[src/rtl/neogeo_pkg.sv]
// Shared types, default lock parameters and the 5-bit to 8-bit colour expansion
// for the Neo Geo video output stage.
package neogeo_pkg;

    typedef enum logic [1:0] {
        UNLOCKED = 2'd0,
        ACQUIRE  = 2'd1,
        LOCKED   = 2'd2
    } lock_state_t;

    localparam int LOCK_FRAMES_DEF   = 8;
    localparam int UNLOCK_MISSES_DEF = 3;
    localparam int FRAME_TOL_DEF     = 16;
    localparam int TIMEOUT_VCLKS_DEF = 2000000;

    // DARK lowers the colour by one half-step below the 5-bit code; top bits repeat
    // into the LSBs so full scale reaches 255.
    function automatic logic [7:0] expand5to8(input logic [4:0] c, input logic dark);
        logic [5:0] v;
        v = {c, ~dark};
        return {v, v[5:4]};
    endfunction

endpackage

[src/rtl/neogeo_lock_fsm.sv]
// Frame-lock tracker: frame-start edge detect, period compare against the previous
// frame, match/miss counters and a no-frame watchdog.
import neogeo_pkg::*;

module neogeo_lock_fsm #(
    parameter int LOCK_FRAMES   = LOCK_FRAMES_DEF,
    parameter int UNLOCK_MISSES = UNLOCK_MISSES_DEF,
    parameter int FRAME_TOL     = FRAME_TOL_DEF,
    parameter int TIMEOUT_VCLKS = TIMEOUT_VCLKS_DEF
) (
    input  logic        clk,
    input  logic        rst,
    input  logic        frame_change,
    input  logic [21:0] vclks_per_frame,
    output logic [1:0]  lock_state,
    output logic        locked
);

    localparam int MW = $clog2(LOCK_FRAMES + 1);
    localparam int SW = $clog2(UNLOCK_MISSES + 1);
    localparam int TW = $clog2(TIMEOUT_VCLKS + 1);
    localparam logic [TW-1:0] TO_LAST = TW'(TIMEOUT_VCLKS - 1);

    lock_state_t   state, state_nx;
    logic [MW-1:0] match_ctr, match_nx;
    logic [SW-1:0] miss_ctr, miss_nx;
    logic [TW-1:0] to_ctr, to_nx;
    logic [21:0]   ref_cnt;
    logic [21:0]   diff;
    logic          fc_prev;
    logic          fe;
    logic          match;
    logic          timeout;

    assign fe      = frame_change & ~fc_prev;
    assign diff    = (vclks_per_frame >= ref_cnt) ? (vclks_per_frame - ref_cnt)
                                                  : (ref_cnt - vclks_per_frame);
    assign match   = fe & (diff <= 22'(FRAME_TOL));
    assign timeout = (to_ctr == TO_LAST);

    always_ff @(posedge clk) begin
        if (rst) begin
            state     <= UNLOCKED;
            match_ctr <= '0;
            miss_ctr  <= '0;
            to_ctr    <= '0;
            ref_cnt   <= '0;
            fc_prev   <= 1'b0;
            locked    <= 1'b0;
        end else begin
            state     <= state_nx;
            match_ctr <= match_nx;
            miss_ctr  <= miss_nx;
            to_ctr    <= to_nx;
            fc_prev   <= frame_change;
            locked    <= (state == LOCKED);
            if (fe) ref_cnt <= vclks_per_frame;
        end
    end

    always_comb begin
        state_nx = state;
        match_nx = match_ctr;
        miss_nx  = miss_ctr;
        if (fe)
            to_nx = '0;
        else if (to_ctr != TO_LAST)
            to_nx = to_ctr + TW'(1);
        else
            to_nx = to_ctr;

        // Watchdog has priority over a coincident frame event.
        if (timeout) begin
            state_nx = UNLOCKED;
            match_nx = '0;
            miss_nx  = '0;
            to_nx    = '0;
        end else if (fe) begin
            case (state)
                UNLOCKED: begin
                    state_nx = ACQUIRE;
                    match_nx = '0;
                    miss_nx  = '0;
                end
                ACQUIRE: begin
                    if (!match) begin
                        match_nx = '0;
                    end else if (match_ctr == MW'(LOCK_FRAMES - 1)) begin
                        state_nx = LOCKED;
                        match_nx = '0;
                        miss_nx  = '0;
                    end else begin
                        match_nx = match_ctr + MW'(1);
                    end
                end
                LOCKED: begin
                    if (match) begin
                        miss_nx = '0;
                    end else if (miss_ctr == SW'(UNLOCK_MISSES - 1)) begin
                        state_nx = UNLOCKED;
                        miss_nx  = '0;
                        match_nx = '0;
                    end else begin
                        miss_nx = miss_ctr + SW'(1);
                    end
                end
                default: state_nx = UNLOCKED;
            endcase
        end
    end

    assign lock_state = state;

endmodule

[src/rtl/neogeo_video_out.sv]
// Neo Geo video output stage: 2-cycle RGB555+DARK to RGB888 pipeline plus frame lock.
// Define NEO_UNLOCK_BLANK_EN to blank RGB/DE while not locked.
import neogeo_pkg::*;

module neogeo_video_out #(
    parameter int LOCK_FRAMES   = LOCK_FRAMES_DEF,
    parameter int UNLOCK_MISSES = UNLOCK_MISSES_DEF,
    parameter int FRAME_TOL     = FRAME_TOL_DEF,
    parameter int TIMEOUT_VCLKS = TIMEOUT_VCLKS_DEF
) (
    input  logic        VCLK_i,
    input  logic        RESET_i,
    input  logic [4:0]  R_i,
    input  logic [4:0]  G_i,
    input  logic [4:0]  B_i,
    input  logic        DARK_i,
    input  logic        HSYNC_i,
    input  logic        VSYNC_i,
    input  logic        DE_i,
    input  logic        frame_change_i,
    input  logic [21:0] vclks_per_frame_i,
    output logic [7:0]  R_o,
    output logic [7:0]  G_o,
    output logic [7:0]  B_o,
    output logic        HSYNC_o,
    output logic        VSYNC_o,
    output logic        DE_o,
    output logic        locked_o,
    output logic [1:0]  lock_state_o
);

    logic [7:0] s1_r, s1_g, s1_b;
    logic       s1_de, s1_hs, s1_vs;
    logic       blank;

    neogeo_lock_fsm #(
        .LOCK_FRAMES  (LOCK_FRAMES),
        .UNLOCK_MISSES(UNLOCK_MISSES),
        .FRAME_TOL    (FRAME_TOL),
        .TIMEOUT_VCLKS(TIMEOUT_VCLKS)
    ) u_lock (
        .clk            (VCLK_i),
        .rst            (RESET_i),
        .frame_change   (frame_change_i),
        .vclks_per_frame(vclks_per_frame_i),
        .lock_state     (lock_state_o),
        .locked         (locked_o)
    );

`ifdef NEO_UNLOCK_BLANK_EN
    assign blank = ~locked_o;
`else
    assign blank = 1'b0;
`endif

    always_ff @(posedge VCLK_i) begin
        if (RESET_i) begin
            s1_r  <= '0;
            s1_g  <= '0;
            s1_b  <= '0;
            s1_de <= 1'b0;
            s1_hs <= 1'b1;
            s1_vs <= 1'b1;
        end else begin
            s1_r  <= expand5to8(R_i, DARK_i);
            s1_g  <= expand5to8(G_i, DARK_i);
            s1_b  <= expand5to8(B_i, DARK_i);
            s1_de <= DE_i;
            s1_hs <= HSYNC_i;
            s1_vs <= VSYNC_i;
        end
    end

    // Syncs are never blanked so the downstream scaler keeps its timing.
    always_ff @(posedge VCLK_i) begin
        if (RESET_i) begin
            R_o     <= '0;
            G_o     <= '0;
            B_o     <= '0;
            DE_o    <= 1'b0;
            HSYNC_o <= 1'b1;
            VSYNC_o <= 1'b1;
        end else begin
            R_o     <= blank ? 8'd0 : s1_r;
            G_o     <= blank ? 8'd0 : s1_g;
            B_o     <= blank ? 8'd0 : s1_b;
            DE_o    <= s1_de & ~blank;
            HSYNC_o <= s1_hs;
            VSYNC_o <= s1_vs;
        end
    end

endmodule
[config.mk]
export PLATFORM = sky130hd
export DESIGN_NAME = neogeo_video_out
export DESIGN_NICKNAME = d
export VERILOG_FILES = /design/src/rtl/neogeo_pkg.sv /design/src/rtl/neogeo_lock_fsm.sv /design/src/rtl/neogeo_video_out.sv
export SDC_FILE = /design/constraint.sdc
export NUM_CORES = 1
export LEC_CHECK = 0
export BUFFER_PORTS_ARGS = -buffer_cell sky130_fd_sc_hd__buf_2
export CAP_MARGIN = 10
export CORE_UTILIZATION = 52
export DETAILED_ROUTE_END_ITERATION = 7
export MAX_ROUTING_LAYER = met4
export PLACE_DENSITY = 0.78
export SLEW_MARGIN = 25
export SYNTH_ARGS = -nofsm -noshare
export SYNTH_HDL_FRONTEND = slang
export SYNTH_SLANG_ARGS = --single-unit
[constraint.sdc]
create_clock -name VCLK_i -period 3 [get_ports VCLK_i]
set_input_delay 0.15 -clock VCLK_i [delete_from_list [all_inputs] [get_ports VCLK_i]]
set_output_delay 0.15 -clock VCLK_i [all_outputs]
set_load 0.01 [all_outputs]
==> results of run 1 <==
==> flip-flops by register name, summed over array words and instances, names as in the netlist, 2 cells and up <==
signal and count:
u_lock.lock_state 2, u_lock.to_ctr 21, s1_g 5, s1_b 5, u_lock.match_ctr 4, B_o 5
R_o 6, s1_r 6, u_lock.ref_cnt 22, G_o 5, u_lock.miss_ctr 2
==> cell type report <==
type	count	area share [%]
Clock buffer	11	2.78
Clock inverter	5	0.449
Inverter	53	2.38
Multi-Input combinational cell	558	52.2
Sequential cell	91	22.0
Tap cell	140	2.09
Timing Repair Buffer	221	18.0
==> kinds of logic after synthesis <==
family | Yosys count | synth area share, %
AND/OR/NAND/NOR | 276 | 24.2
AO/OA/AOI/OAI | 194 | 21.9
buffers and inverters | 95 | 7.15
flip-flops | 91 | 30.7
adder cells (fa/ha/maj) | 45 | 9.49
XOR/XNOR | 36 | 5.31
multiplexers | 7 | 1.20
==> through the flow <==
step | cell area (µm²) | TNS [ns]
after global routing | 8360 | -3.17
final | 8360 | -2.32
after global placement | 7400 | -3.09
after floorplan | 6120 | -0.280
after CTS | 8100 | -1.84
after detailed placement | 7400 | -3.85
==> cell usage in the layout, fill, tap and decap left out, drive strengths merged, types with 8 or more instances in the layout <==
cell	synthesis	routed
a21o	11	11
nor3	8	8
clkbuf	17	11
nand4	11	11
xnor2	18	18
a211oi	8	8
a21oi	67	67
inv	53	55
dfxtp	91	91
or3	8	8
and3	9	9
nor2b	42	42
buf	25	218
nand2	83	83
nand3	22	22
o21a	10	10
nor2	52	52
ha	45	45
or2	10	10
xor2	18	18
o211ai	12	12
o21ai	37	37
==> worst paths after layout <==
kind	start	endpoint	slack, ns
worst max-delay path	u_lock.ref_cnt[1]	u_lock.lock_state[1]	-0.35
worst min register to register	s1_vs	VSYNC_o	0.41
worst min-delay path	G_i[4]	s1_g[1]	0.01
worst max register to register	u_lock.ref_cnt[1]	u_lock.lock_state[1]	-0.35
==> per-layer routing <==
metal  track usage (%)  wire (µm)
met5                 -          0
met4              7.92        202
met3              4.54        776
met2              55.1       9110
met1              39.0       8200
==> power breakdown <==
part	switching, mW	total [mW]	internal, mW
Sequential	0.0277	1.28	1.25
Clock	0.494	1.06	0.567
Combinational	0.604	1.14	0.540
Total	1.13	3.49	2.36
==> what timing repair did <==
item,in CTS,in global routing
endpoints found under the setup margin,8,8
hold endpoints to repair,3,0
pin swaps,26,20
cloned,0,0
gates resized for setup,83,47
setup buffers,7,5
hold buffers,3,0
==> summary.txt, run 1 <==
Outcome
  • Outcome: finished, violations left
  • Failing checks: negative setup slack

Logic synthesis
  • Synth Area per Inst: 7.97 µm²
  • Post-Syn Area: 0.00593 mm²
  • Netlist cell types: 82
  • Commonest cells post-synth: 91 x dfxtp_1, 82 x nand2_1, 64 x a21oi_1
  • Most frequent cell after synthesis: dfxtp_1
  • Post-synthesis async set-or-reset flop share: 0%
  • Mapped Cells: 744
  • Post-synth top flop: dfxtp_1
  • Top cells by area, synth: dfxtp_1 31%, ha_1 9.5%, a21oi_1 5.4%
  • Synth top area share: 30.7%
  • EDFF count, synth: 0
  • Yosys reg bits: 91
  • Post-synth top area cell: dfxtp_1
  • Syn nets: 833
  • Synth warn: 0
  • Seq/Total Area, Yosys: 30.7%

Hold path
  • Worst min path class: in -> reg
  • Hold Crit Depth: 2

Pwr
  • Peak supply drop: 0.479 mV
  • P per Cell Area: 417 mW/mm²
  • Total power: 3.49 mW
  • Static leakage: 3.61 nW

Cells and area
  • Area Growth Syn to Fin: 41.0%
  • Nets: 1023
  • Fill cells: 816
  • Multi-input gate area: 0.00437 mm²
  • Finished Layout Cells: 1079
  • Core Util, Final: 76.1%
  • # diodes: 0
  • Sequential Area: 0.00184 mm²
  • Share of layout cells above drive strength 1: 38.3%

Place
  • Placer Congestion: 0.934
  • Dpl hpwl: 13.2 mm
  • IO Port Bufs: 73
  • Pre-CTS setup slack: -0.643 ns
  • Dpl cells: 1048

Critical path
  • CP Cell Sequence: ha_4, nor2b_4, o31a_1, or3_1, o311ai_2, o21ai_1, nor4_1, a31oi_1, or3_4, nor3_4, or4b_4, o21ai_2
  • Kind of critical path: reg -> reg
  • Worst path max stage delay: 0.49 ns
  • Startpoint Class: flip-flop
  • Worst path bufs/invs: 0
  • Critical path's top delay family: simple AND/OR/NAND/NOR gates
  • CP max-delay cell: or4b_4
  • Critical Path End Type: flip-flop
  • Instance count on the critical path: 12
  • Critical path required time: 3.28 ns
  • Critical path peak fanout: 5
  • Data arrival, critical path: 3.63 ns
  • R2R depth: 12

Clocking
  • Clock Pin Slew Worst Setup and Hold Paths: 0.06 ns
  • H-tree depth: 3
  • Root Buffer: clkbuf_16
  • CTS sink cnt: 91
  • Clock latency on the worst-skew pair: 0.35 ns
  • TritonCTS Buffers: 9
  • CTS tree: yes
  • CTS max path bufs: 2

Timing
  • RSZ-0062 raised after global routing: true
  • Clock skew: 0.00530 ns
  • Worst Hold Margin: 0.0111 ns
  • Worst-margin pin slew: 0.768 ns
  • Final Cycle Share: 112%
  • Final worst slack: -0.347 ns
  • Final Hold Vio Count: 0
  • Setup violations, final: 8
  • Post-route minimum period: 3.35 ns
  • Highest Clock Rate: 299 MHz
  • Slew Viols, Final: 0
  • Worst slew margin: 48.8%

Die
  • Cell Rows: 38
  • Core ar.: 0.0110 mm²
  • Die X: 109 µm
  • Die H: 109 µm
  • I/O pin cnt: 74
  • Initial core utilization: 54.0%
  • Die ar.: 0.0118 mm²

Drt
  • Final ANT Viol Nets: 0
  • Final WL: 18.3 mm
  • Initial DRC count: 439
  • First-pass DRT Iterations: 5
  • DR vias/cell: 5.65
  • Vias: 6094
  • Average routed wire per standard cell: 16.9 µm
  • # DRC: 0

Global route
  • All-Layer GR Usage: 31.9%
  • Initial antenna violation count: 0
  • Vias in the first global route: 5823
  • First-pass GRT wire length: 28.5 mm
  • Grt ovf: 0
  • Pin count of the biggest net entering global routing: 48

Run
  • Max Cap Violations: 0
(Power assumes the default switching activity.)
==> run 2: changes to the inputs <==
--- a/config.mk
+++ b/config.mk
@@ -8,6 +8,7 @@
 export BUFFER_PORTS_ARGS = -buffer_cell sky130_fd_sc_hd__buf_2
 export CAP_MARGIN = 10
 export CORE_UTILIZATION = 52
+export CTS_BUF_LIST = sky130_fd_sc_hd__clkbuf_16
 export DETAILED_ROUTE_END_ITERATION = 7
 export MAX_ROUTING_LAYER = met4
 export PLACE_DENSITY = 0.78
==> run 2 against run 1 <==
- the flow still finishes with violations (negative setup slack)
- clock skew is essentially flat
- sequential power is essentially flat
- die area is the same
- first-iteration DRC count grew 0.91%
- largest cell class unchanged
- largest power group unchanged
==> summary.txt, run 2 (same netlist as run 1, synthesis figures left out) <==
Global route
  • First-pass GRT wire length: 28.5 mm
  • Pin count of the biggest net entering global routing: 48
  • All-Layer GR Usage: 31.9%
  • Grt ovf: 0
  • Initial antenna violation count: 0
  • Vias in the first global route: 5823

Timing
  • RSZ-0062 raised after global routing: true
  • Setup violations, final: 8
  • Final Hold Vio Count: 0
  • Final worst slack: -0.348 ns
  • Slew Viols, Final: 0
  • Clock skew: 0.00539 ns
  • Worst-margin pin slew: 0.766 ns
  • Final Cycle Share: 112%
  • Worst Hold Margin: 0.0109 ns
  • Worst slew margin: 48.9%
  • Post-route minimum period: 3.35 ns
  • Highest Clock Rate: 299 MHz

Die
  • I/O pin cnt: 74
  • Die X: 109 µm
  • Core ar.: 0.0110 mm²
  • Die ar.: 0.0118 mm²
  • Initial core utilization: 54.0%
  • Cell Rows: 38
  • Die H: 109 µm

Pwr
  • Register share of total power: 36.8%
  • Comb pwr share: 32.9%
  • Psw: 1.12 mW
  • Peak supply drop: 0.479 mV
  • Sw frac: 32.3%
  • Clk pwr share: 30.3%
  • Int Pwr: 2.35 mW
  • Static leakage: 3.62 nW
  • Total power: 3.48 mW
  • P per Cell Area: 416 mW/mm²

Critical path
  • CP Cell Sequence: ha_4, nor2b_4, o31a_1, or3_1, o311ai_2, o21ai_1, nor4_1, a31oi_1, or3_4, nor3_4, or4b_4, o21ai_2
  • Critical path peak fanout: 5
  • Startpoint Class: flip-flop
  • CP max-delay cell: or4b_4
  • Kind of critical path: reg -> reg
  • Critical path required time: 3.28 ns
  • Critical Path End Type: flip-flop
  • Worst path max stage delay: 0.50 ns
  • Data arrival, critical path: 3.63 ns

Clocking
  • Root Buffer: clkbuf_16
  • H-tree depth: 3
  • CTS max path bufs: 2
  • CTS tree: yes
  • Clock Pin Slew Worst Setup and Hold Paths: 0.06 ns
  • Clock latency on the worst-skew pair: 0.35 ns
  • CTS sink cnt: 91
  • TritonCTS Buffers: 9

Cells and area
  • Max reg flops: 22
  • Nets: 1023
  • Fill cells: 816
  • Most frequent cells in the layout: 139 x buf_4, 78 x dfxtp_1, 75 x nand2_1
  • Design area: 0.00836 mm²
  • Largest Register: u_lock.ref_cnt
  • Area Growth Syn to Fin: 41.0%
  • Share of layout cells above drive strength 1: 38.3%
  • Most common cell after layout, fill and taps aside: buf_4
  • # diodes: 0
  • Top flop regs: u_lock.ref_cnt x22, u_lock.to_ctr x21

Drt
  • DR vias/cell: 5.65
  • # DRC: 0
  • Initial DRC count: 443
  • Final ANT Viol Nets: 0
  • First-pass DRT Iterations: 5
  • Vias: 6096
  • Final WL: 18.3 mm
  • Average routed wire per standard cell: 16.9 µm

Place
  • IO Port Bufs: 73
  • Pre-CTS setup slack: -0.643 ns
  • Dpl hpwl: 13.2 mm
  • Post-DP Area: 0.00740 mm²
  • Placer Congestion: 0.934

Outcome
  • Outcome: finished, violations left
  • Failing checks: negative setup slack

Run
  • Max Cap Violations: 0

Hold path
  • Worst min path class: in -> reg
run 2: cell types whose count changed in the layout (fill, tap and decap cells not counted), sizes merged:
cell,delta
clkbuf,-2
inv,+2
run 2: final cells by class:
cell class	count	area, µm²	share of cell area [%]
Timing Repair Buffer	221	1510	18.0
Clock inverter	7	45.0	0.539
Tap cell	140	175	2.09
Clock buffer	9	225	2.69
Inverter	53	199	2.38
Multi-Input combinational cell	558	4370	52.2
Sequential cell	91	1840	22.0
run 2: path summary, 6_finish.rpt:
path | endpoint | depth (start not counted) | from | slack [ns]
max | u_lock.lock_state[1] | 12 | u_lock.ref_cnt[1] | -0.35
min | s1_g[1] | 2 | G_i[4] | 0.01
max reg2reg | u_lock.lock_state[1] | 12 | u_lock.ref_cnt[1] | -0.35
min reg2reg | VSYNC_o | 1 | s1_vs | 0.41
run 2: layer usage:
layer / GRT usage (%) / part of all wire [%] / up-vias
li1: - / - / 2964
met1: 39.0 / 45 / 2938
met2: 55.1 / 50 / 173
met3: 4.54 / 4.2 / 21
met4: 7.92 / 1.0 / 0
met5: - / 0 / -
run 2: critical path, delay by kind of cell (launching register included):
kind / cells / cell delay (ns)
simple gates: 6 / 1.77
fa+ha+maj: 1 / 0.22
compound gates: 5 / 0.96
flops: 1 / 0.33
run 2: stage by stage:
step | utilization [%] | setup TNS (ns) | std cells
finish | 76.1 | -2.34 | 1079
global route | 76.1 | -3.17 | 1079
detailed placement | 67.4 | -3.85 | 1048
CTS | 73.8 | -1.84 | 1074
global placement | 67.4 | -3.09 | 1048
floorplan | - | -0.280 | 744
run 2: repair_timing:
action | CTS | global route
setup buffers | 7 | 5
endpoints found under the setup margin | 8 | 8
gates cloned | 0 | 0
hold buffers | 3 | 0
pin swaps | 26 | 20
gates resized for setup | 83 | 47
endpoints found under the hold margin | 3 | 0
run 2: power by group through the flow:
stage / clock network [mW] / logic (mW) / registers, mW
6_report: 1.05 / 1.14 / 1.28
5_1_grt: 1.12 / 1.23 / 1.29
4_1_cts: 1.07 / 1.07 / 1.28
3_5_place_dp: 0 / 0.966 / 1.30
3_3_place_gp: 0 / 0.949 / 1.30
2_1_floorplan: 0 / 0.586 / 1.30
==> run 3: changes to the inputs <==
--- a/config.mk
+++ b/config.mk
@@ -5,13 +5,13 @@
 export SDC_FILE = /design/constraint.sdc
 export NUM_CORES = 1
 export LEC_CHECK = 0
-export BUFFER_PORTS_ARGS = -buffer_cell sky130_fd_sc_hd__buf_2
 export CAP_MARGIN = 10
 export CORE_UTILIZATION = 52
 export CTS_BUF_LIST = sky130_fd_sc_hd__clkbuf_16
 export DETAILED_ROUTE_END_ITERATION = 7
+export DONT_BUFFER_PORTS = 1
 export MAX_ROUTING_LAYER = met4
-export PLACE_DENSITY = 0.78
+export PLACE_DENSITY = 0.72
 export SLEW_MARGIN = 25
 export SYNTH_ARGS = -nofsm -noshare
 export SYNTH_HDL_FRONTEND = slang
==> run 3 against run 2 <==
- the flow still finishes with violations (negative setup slack)
- worst hold slack got worse by 0.0037 ns
- clock power grew 23%
- final cell count barely moved
- clock skew up 0.0080 ns
- first-iteration DRC count decreased by 13%
- final area rose by 5.5%
- maximum frequency is 4.0% lower
- critical path type unchanged
==> summary.txt, run 3 (same netlist as run 1, synthesis figures left out) <==
Critical path
  • Critical Path End Type: flip-flop
  • CP max-delay cell: o311a_1
  • Critical path peak fanout: 5
  • CP Cell Sequence: ha_4, and3_4, a211oi_4, a21boi_2, o311a_1, or3_4, a2111oi_4, a2bb2oi_2, or2_4, buf_4, nor4_1, o21ai_0, a31oi_1
  • Startpoint Class: flip-flop
  • Reg2reg start: u_lock.ref_cnt[3]
  • Register-to-register setup slack: -0.49 ns
  • Worst path max stage delay: 0.38 ns
  • R2r endpoint: u_lock.match_ctr[2]
  • Critical path required time: 3.27 ns
  • Data arrival, critical path: 3.76 ns
  • R2R depth: 13
  • Kind of critical path: reg -> reg

Run
  • Max Cap Violations: 0

Outcome
  • Failing checks: negative setup slack
  • Outcome: finished, violations left

Drt
  • Vias: 6256
  • Average routed wire per standard cell: 19.0 µm
  • Final WL: 20.5 mm
  • Initial DRC count: 387
  • # DRC: 0
  • DR vias/cell: 5.79
  • Final ANT Viol Nets: 0
  • First-pass DRT Iterations: 5

Timing
  • Final worst slack: -0.488 ns
  • Setup violations, final: 8
  • Worst-margin pin slew: 0.740 ns
  • Slew Viols, Final: 0
  • RSZ-0062 raised after global routing: true
  • Post-route minimum period: 3.49 ns
  • Clock skew: 0.0134 ns
  • Final Hold Vio Count: 0
  • Final Cycle Share: 116%
  • Worst slew margin: 50.7%
  • Highest Clock Rate: 287 MHz

Hold path
  • Worst min path class: in -> reg
  • Hold Crit Depth: 2
  • Hold endpoint: u_lock.lock_state[0]
  • Hold Startpoint: RESET_i

Cells and area
  • Top flop regs: u_lock.ref_cnt x22, u_lock.to_ctr x21
  • Most frequent cells in the layout: 157 x buf_4, 79 x dfxtp_1, 77 x nand2_1
  • Finished Layout Cells: 1080
  • Most common cell after layout, fill and taps aside: buf_4
  • Share of layout cells above drive strength 1: 33.5%
  • Nets: 1024
  • Area Growth Syn to Fin: 48.7%
  • Largest Register: u_lock.ref_cnt
  • Max reg flops: 22
  • Fill cells: 713
  • # diodes: 0

Die
  • Cell Rows: 38
  • Initial core utilization: 54.0%
  • I/O pin cnt: 74
  • Core ar.: 0.0110 mm²
  • Die X: 109 µm
  • Die H: 109 µm
  • Die ar.: 0.0118 mm²

Clocking
  • H-tree depth: 3
  • Clock latency on the worst-skew pair: 0.36 ns
  • Clock Pin Slew Worst Setup and Hold Paths: 0.07 ns
  • TritonCTS Buffers: 9
  • CTS tree: yes
  • CTS max path bufs: 2
  • Root Buffer: clkbuf_16
  • CTS sink cnt: 91

Place
  • Dpl hpwl: 12.9 mm
  • Pre-CTS setup slack: -0.540 ns
  • Dpl cells: 985
  • IO Port Bufs: 0
  • Placer Congestion: 0.955

Pwr
  • Peak supply drop: 0.442 mV
  • P per Cell Area: 432 mW/mm²
  • Static leakage: 3.73 nW

Global route
  • Pin count of the biggest net entering global routing: 53
  • Grt ovf: 0
  • Vias in the first global route: 6229
  • First-pass GRT wire length: 30.6 mm
  • Initial antenna violation count: 0
  • All-Layer GR Usage: 34.6%
==> run 3: worst max-delay path, delay by kind of cell, from the launching register on <==
kind            cells  cell delay (ns)
flops               1             0.36
compound gates      7             1.61
fa+ha+maj           1             0.22
simple gates        4             1.05
buf+inv             1             0.16
==> run 3: worst max-delay path by stage <==
| stage | slack [ns] | from | endpoint |
|---|---|---|---|
| finish | -0.49 | u_lock.ref_cnt[3] | u_lock.match_ctr[2] |
| global route | -0.60 | u_lock.ref_cnt[2] | u_lock.match_ctr[2] |
| CTS | -0.41 | u_lock.ref_cnt[1] | u_lock.lock_state[1] |
| detailed placement | -0.54 | u_lock.ref_cnt[11] | u_lock.lock_state[1] |
| global placement | -0.53 | u_lock.ref_cnt[11] | u_lock.lock_state[1] |
| floorplan | -0.21 | u_lock.ref_cnt[6] | u_lock.lock_state[1] |
==> run 3: where the power goes <==
group	internal (mW)	switching, mW	leakage [nW]
registers	1.25	0.0382	0.751
logic	0.610	0.623	2.81
clock network	0.739	0.549	0.160
total	2.60	1.21	3.73
==> run 3: area by class of cell <==
type                            instances  area (µm²)  area share (%)
Clock buffer                            9         225            2.55
Clock inverter                          7         103            1.16
Inverter                               53         199            2.26
Multi-Input combinational cell        558        4440            50.3
Sequential cell                        91        1840            20.9
Tap cell                              140         175            1.99
Timing Repair Buffer                  222        1840            20.8
==> run 3: repair_timing <==
item,4_1_cts,5_1_grt
hold buffers,59,0
gates resized for setup,48,91
setup buffers,7,13
pin swaps,18,32
setup endpoints to repair,8,8
endpoints found under the hold margin,63,0
==> run 3: routing by layer <==
layer	track usage, %	share of wire [%]	wire length (µm)	vias up
met5	-	0	0	-
met4	11.6	2.8	566	0
met3	5.62	5.6	1160	61
met2	59.8	50	10200	244
met1	40.6	42	8610	2984
li1	-	-	-	2967
==> run 3: through the flow <==
step	TNS (ns)	power, mW	cell area (µm²)	utilization [%]	hold WS [ns]
final	-3.13	3.81	8820	80.3	0.00723
after global routing	-4.20	3.94	8820	80.3	0.0130
after CTS	-2.35	3.60	8280	75.4	0.0108
after detailed placement	-3.68	2.24	7110	64.7	0.220
after global placement	-3.28	2.22	7110	64.7	0.220
after floorplan	-0.280	1.89	6120	-	0.217
